==> config.mk <==
export PLATFORM = sky130hd
export DESIGN_NAME = ssd_scan_driver
export DESIGN_NICKNAME = d
export VERILOG_FILES = /design/src/rtl/ssd_scan_driver.sv
export SDC_FILE = /design/constraint.sdc
export NUM_CORES = 1
export LEC_CHECK = 0
export CAP_MARGIN = 40
export CORE_MARGIN = 2
export CORE_UTILIZATION = 60
export CTS_BUF_LIST = sky130_fd_sc_hd__clkbuf_4 sky130_fd_sc_hd__clkbuf_8 sky130_fd_sc_hd__clkbuf_16
export DETAILED_ROUTE_END_ITERATION = 10
export HOLD_SLACK_MARGIN = 0.05
export PLACE_DENSITY = 0.84
export SLEW_MARGIN = 30
export SYNTH_ARGS = -nofsm -noshare
export SYNTH_HDL_FRONTEND = slang
export SYNTH_SLANG_ARGS = --single-unit
==> constraint.sdc <==
create_clock -name clk -period 6.25 [get_ports clk]
set_input_delay 0.625 -clock clk [delete_from_list [all_inputs] [get_ports clk]]
set_output_delay 0.625 -clock clk [all_outputs]
set_load 0.02 [all_outputs]
==> src/rtl/ssd_scan_driver.sv <==
// Time-multiplexed common-anode 7-segment scan driver with a double-buffered hex word,
// internal 0-F decode, leading-zero blanking and PWM brightness.
module ssd_scan_driver #(
    parameter int NUM_DIGITS = 4,
    parameter int PRESCALE   = 50000,
    parameter int DIM_BITS   = 4
) (
    input  logic                      clk,
    input  logic                      reset_n,
    input  logic                      load,
    input  logic [4*NUM_DIGITS-1:0]   data_in,
    input  logic [NUM_DIGITS-1:0]     dp_in,
    input  logic                      blank_lz,
    input  logic [DIM_BITS-1:0]       brightness,
    output logic [6:0]                seg_n,
    output logic                      dp_n,
    output logic [NUM_DIGITS-1:0]     digit_en_n,
    output logic                      frame_done,
    output logic                      pending
);

    localparam int CNT_W = $clog2(PRESCALE);
    localparam int IDX_W = $clog2(NUM_DIGITS);

    localparam logic [CNT_W-1:0] CNT_LAST = CNT_W'(PRESCALE - 1);
    localparam logic [IDX_W-1:0] IDX_LAST = IDX_W'(NUM_DIGITS - 1);

    logic [CNT_W-1:0]          cnt;
    logic [IDX_W-1:0]          idx;
    logic [DIM_BITS-1:0]       pwm_cnt;

    logic [4*NUM_DIGITS-1:0]   act_data;
    logic [NUM_DIGITS-1:0]     act_dp;
    logic                      act_blank;
    logic [DIM_BITS-1:0]       act_bright;

    logic [4*NUM_DIGITS-1:0]   pend_data;
    logic [NUM_DIGITS-1:0]     pend_dp;
    logic                      pend_blank;
    logic [DIM_BITS-1:0]       pend_bright;

    logic                      tick;
    logic                      boundary;
    logic                      zero_run;
    logic [NUM_DIGITS-1:0]     blank_vec;
    logic [3:0]                cur_nib;
    logic                      cur_dp;
    logic                      cur_blank;
    logic [6:0]                dec_seg;
    logic                      show;
    logic [6:0]                seg_next;
    logic                      dp_next;
    logic [NUM_DIGITS-1:0]     en_next;

    assign tick     = (cnt == CNT_LAST);
    assign boundary = tick && (idx == IDX_LAST);

    always_ff @(posedge clk) begin
        if (!reset_n) begin
            cnt     <= '0;
            idx     <= '0;
            pwm_cnt <= '0;
        end else begin
            pwm_cnt <= pwm_cnt + 1'b1;
            if (tick) begin
                cnt <= '0;
                idx <= (idx == IDX_LAST) ? '0 : idx + 1'b1;
            end else begin
                cnt <= cnt + 1'b1;
            end
        end
    end

    // Active buffer only moves at the frame boundary; a load on that same edge stays pending.
    always_ff @(posedge clk) begin
        if (!reset_n) begin
            act_data    <= '0;
            act_dp      <= '0;
            act_blank   <= 1'b0;
            act_bright  <= '0;
            pend_data   <= '0;
            pend_dp     <= '0;
            pend_blank  <= 1'b0;
            pend_bright <= '0;
            pending     <= 1'b0;
        end else begin
            if (boundary && pending) begin
                act_data   <= pend_data;
                act_dp     <= pend_dp;
                act_blank  <= pend_blank;
                act_bright <= pend_bright;
            end
            if (load) begin
                pend_data   <= data_in;
                pend_dp     <= dp_in;
                pend_blank  <= blank_lz;
                pend_bright <= brightness;
                pending     <= 1'b1;
            end else if (boundary) begin
                pending <= 1'b0;
            end
        end
    end

    // A digit is blanked when it and every more significant nibble are zero.
    always_comb begin
        zero_run  = 1'b1;
        blank_vec = '0;
        cur_nib   = 4'h0;
        cur_dp    = 1'b0;
        cur_blank = 1'b0;
        for (int i = NUM_DIGITS - 1; i >= 0; i--) begin
            zero_run = zero_run && (act_data[4*i +: 4] == 4'h0);
            if (i != 0) begin
                blank_vec[i] = act_blank && zero_run;
            end
        end
        for (int i = 0; i < NUM_DIGITS; i++) begin
            if (idx == IDX_W'(i)) begin
                cur_nib   = act_data[4*i +: 4];
                cur_dp    = act_dp[i];
                cur_blank = blank_vec[i];
            end
        end
    end

    always_comb begin
        case (cur_nib)
            4'h0:    dec_seg = 7'h40;
            4'h1:    dec_seg = 7'h79;
            4'h2:    dec_seg = 7'h24;
            4'h3:    dec_seg = 7'h30;
            4'h4:    dec_seg = 7'h19;
            4'h5:    dec_seg = 7'h12;
            4'h6:    dec_seg = 7'h02;
            4'h7:    dec_seg = 7'h78;
            4'h8:    dec_seg = 7'h00;
            4'h9:    dec_seg = 7'h10;
            4'hA:    dec_seg = 7'h08;
            4'hB:    dec_seg = 7'h03;
            4'hC:    dec_seg = 7'h46;
            4'hD:    dec_seg = 7'h21;
            4'hE:    dec_seg = 7'h06;
            default: dec_seg = 7'h0E;
        endcase
    end

    // The first cycle of every slot is forced dark so the previous digit cannot ghost.
    always_comb begin
        show     = (pwm_cnt < act_bright) && (cnt != '0);
        seg_next = 7'h7F;
        dp_next  = 1'b1;
        en_next  = '1;
        if (show) begin
            en_next  = ~(NUM_DIGITS'(1) << idx);
            seg_next = cur_blank ? 7'h7F : dec_seg;
            dp_next  = ~cur_dp;
        end
    end

    always_ff @(posedge clk) begin
        if (!reset_n) begin
            seg_n      <= 7'h7F;
            dp_n       <= 1'b1;
            digit_en_n <= '1;
            frame_done <= 1'b0;
        end else begin
            seg_n      <= seg_next;
            dp_n       <= dp_next;
            digit_en_n <= en_next;
            frame_done <= boundary;
        end
    end

endmodule
==> run summary <==
Mapped cell area: 3830 sq um
Hold_buf cts: 0
Worst setup SP type: flop
Starting DRT DRC Count: 169
Full die area: 7050 sq um
Dpl hpwl: 5100 um
Max-cap viol count: 0
FP Rows: 29
Syn-to-layout area delta: 16.8%
Met2 Use GR: 0.357
Ys Warns: 0
Reg clk slew, reported paths: 90 ps
Number of global-route vias before repair: 2784
Reg power frac: 0.528
Tightest Pin Transition: 802 ps
DIE HEIGHT: 83.9 um
Final net count: 494
FF+latch count, synth: 86
Status: finished clean
Synth Area per Inst: 9.24 sq um
Clk Tree Root Cell: clkbuf_8
Post-route ant nets: 0
# diodes: 0
Post-route clock period utilization: 0.466
Wire per inst: 14.0 um
Post-CTS setup buffers: 0
CTS resizes: 0
Die W: 83.9 um
Final GP Congestion: 0.848
Share of the synthesized area in the top cell type: 0.449
IO Count: 42
Power density over cell area: 242 nW/um^2
Switch share: 0.233
Synth unique cells: 49
First-pass GRT wire length: 12800 um
Clock Power Share: 0.403
Gr ovfl total: 0
Layout Utilization: 0.713
Via count: 2913
Core footprint: 6280 sq um
Multi-input gate area: 1930 sq um
CTS H-Tree Depth: 3
Final Hold Fails: 0
Min Tclk post-route: 2910 ps
Largest cells by area after synthesis: dfxtp_1 (45%), mux2i_1 (6.5%), nor2_1 (5.4%)
Crit-path max FO: 21
Cts bufs inserted: 9
Int Pwr: 0.000833 W
Post-synth EDFFs: 0
DR vias/cell: 5.48
FF+latch area: 1720 sq um
Net Switching: 0.000252 W
Clk buf depth: 2
Main synth FF type: dfxtp_1
Largest net degree at the start of global routing: 60
Residual DRC: 0
Kind of critical path: reg2reg
VDD IR-drop max: 211 uV
# fillers: 473
Top cell type by total area after synthesis: dfxtp_1
Placed cell count: 516
Fmax: 343 MHz
HP Class: reg2reg
GR peak layer: met2
Final-report setup violation count: 0
Total track usage: 0.224
CTS tree: done
Ys async rst share: 0
Top cells by count, synth: dfxtp_1 (86), nor2_1 (55), nand2_1 (52)
Setup TNS: 0 ps
Initial Utilization: 0.611
Total wire length: 7470 um
Worst skew pair latency: 360 ps
M1 GR Usage: 0.292
Layout cell share with drive strength beyond 1: 0.149
RSZ-0062 raised after global routing: false
Headroom to the max-slew limit: 0.466
Leak pwr: 1.67 nW
Critical path arrival: 3140 ps
Final max-slew violation count: 0
Post-synthesis sequential area ratio: 0.449
M3 GR Usage: 0.0574
Worst Path Required: 6470 ps
Non-filler instance count after layout: 532
Synth Instances: 415
Crit end category: flop
Syn Nets: 459
Pre-antenna DRT Iters: 5
Most instantiated library cell after synthesis: dfxtp_1
Comb power frac: 0.068
Fin Clk Skew: 9.12 ps
IO Port Bufs: 41
Clock sink count: 86
Initial antenna violation count: 0
## power by group through the flow
stage	Sequential, W	Combinational, W	Clock (W)
6_report	0.000574	0.0000742	0.000438
3_5_place_dp	0.000587	0.0000741	0
5_1_grt	0.000576	0.0000811	0.000468
2_1_floorplan	0.000588	0.0000383	0
3_3_place_gp	0.000586	0.0000722	0
4_1_cts	0.000574	0.0000746	0.000447
## sequential cells by signal, indices dropped and copies added (netlist names)
signal and cells:
act_data 16, cnt 16, pend_data 16, seg_n 7, act_bright 4, act_dp 4, digit_en_n 4, pend_bright 4
pend_dp 4, pwm_cnt 4, idx 2, act_blank 1, dp_n 1, frame_done 1, pend_blank 1, pending 1
## layout by cell type, fill, tap and decap left out, types with 2 or more instances in the layout
master           instances
a211oi_1                 4
a21oi_1                 11
a21oi_2                 20
a221o_1                  3
a22oi_1                  2
and3_1                   4
and4_1                   3
buf_4                    2
bufinv_16                2
clkbuf_8                 9
clkdlybuf4s50_1         41
dfxtp_1                 86
ha_1                    16
inv_1                   15
inv_6                    3
mux2i_1                 25
nand2_1                 52
nand2_2                 20
nand3_1                 15
nand3b_1                 5
nor2_1                  55
nor3_1                   3
nor3b_1                  5
nor4_1                   4
o21a_1                   3
o21ai_0                  3
o311ai_0                 3
or3_1                    2
xnor2_1                  7
xor2_1                   9
## path summary, 6_finish.rpt
kind	from	to	slack, ps	cells past startpoint
worst max-delay path	idx[0]	seg_n[3]	3340	7
worst max register to register	idx[0]	seg_n[3]	3340	7
worst min register to register	act_bright[3]	act_bright[3]	460	2
worst min-delay path	act_bright[3]	act_bright[3]	460	2
## critical path, cell delays in order, from the launching register on
cell	delay, ps
dfxtp_1	410
ha_1	640
a211oi_1	110
a221oi_1	730
inv_1	200
ha_1	320
o211ai_1	210
o311ai_0	160
## per-layer routing
metal / part of all wire / vias up
met5: 0 / -
met2: 0.49 / 50
met1: 0.47 / 1381
met4: 0.013 / 0
met3: 0.032 / 10
li1: - / 1472
## layout make-up
type / count / share of cell area
Clock buffer: 9 / 0.0277
Clock inverter: 7 / 0.0229
Multi-Input combinational cell: 293 / 0.432
Timing Repair Buffer: 44 / 0.0984
Sequential cell: 86 / 0.384
Tap cell: 77 / 0.0215
Inverter: 16 / 0.0134
## cell families (layout without fill, tap and decap cells)
family | after synthesis | count (layout) | share of synthesized area
AND/OR/NAND/NOR | 180 | 180 | 0.232
flip-flops | 86 | 86 | 0.449
AO/OA/AOI/OAI | 56 | 56 | 0.118
buffers and inverters | 36 | 76 | 0.0470
multiplexers | 25 | 25 | 0.0653
adder cells (fa/ha/maj) | 16 | 16 | 0.0522
XOR/XNOR | 16 | 16 | 0.0365
## stage by stage
step | total power [W] | area, sq um | setup WS (ps) | hold slack [ps]
2_1_floorplan | 0.000626 | 3830 | 3880 | 425
3_3_place_gp | 0.000658 | 4240 | 3590 | 445
3_5_place_dp | 0.000661 | 4250 | 3410 | 443
4_1_cts | 0.00110 | 4480 | 3400 | 457
5_1_grt | 0.00113 | 4480 | 3080 | 470
6_report | 0.00109 | 4480 | 3340 | 458
Power figures use the tool's default switching activity.
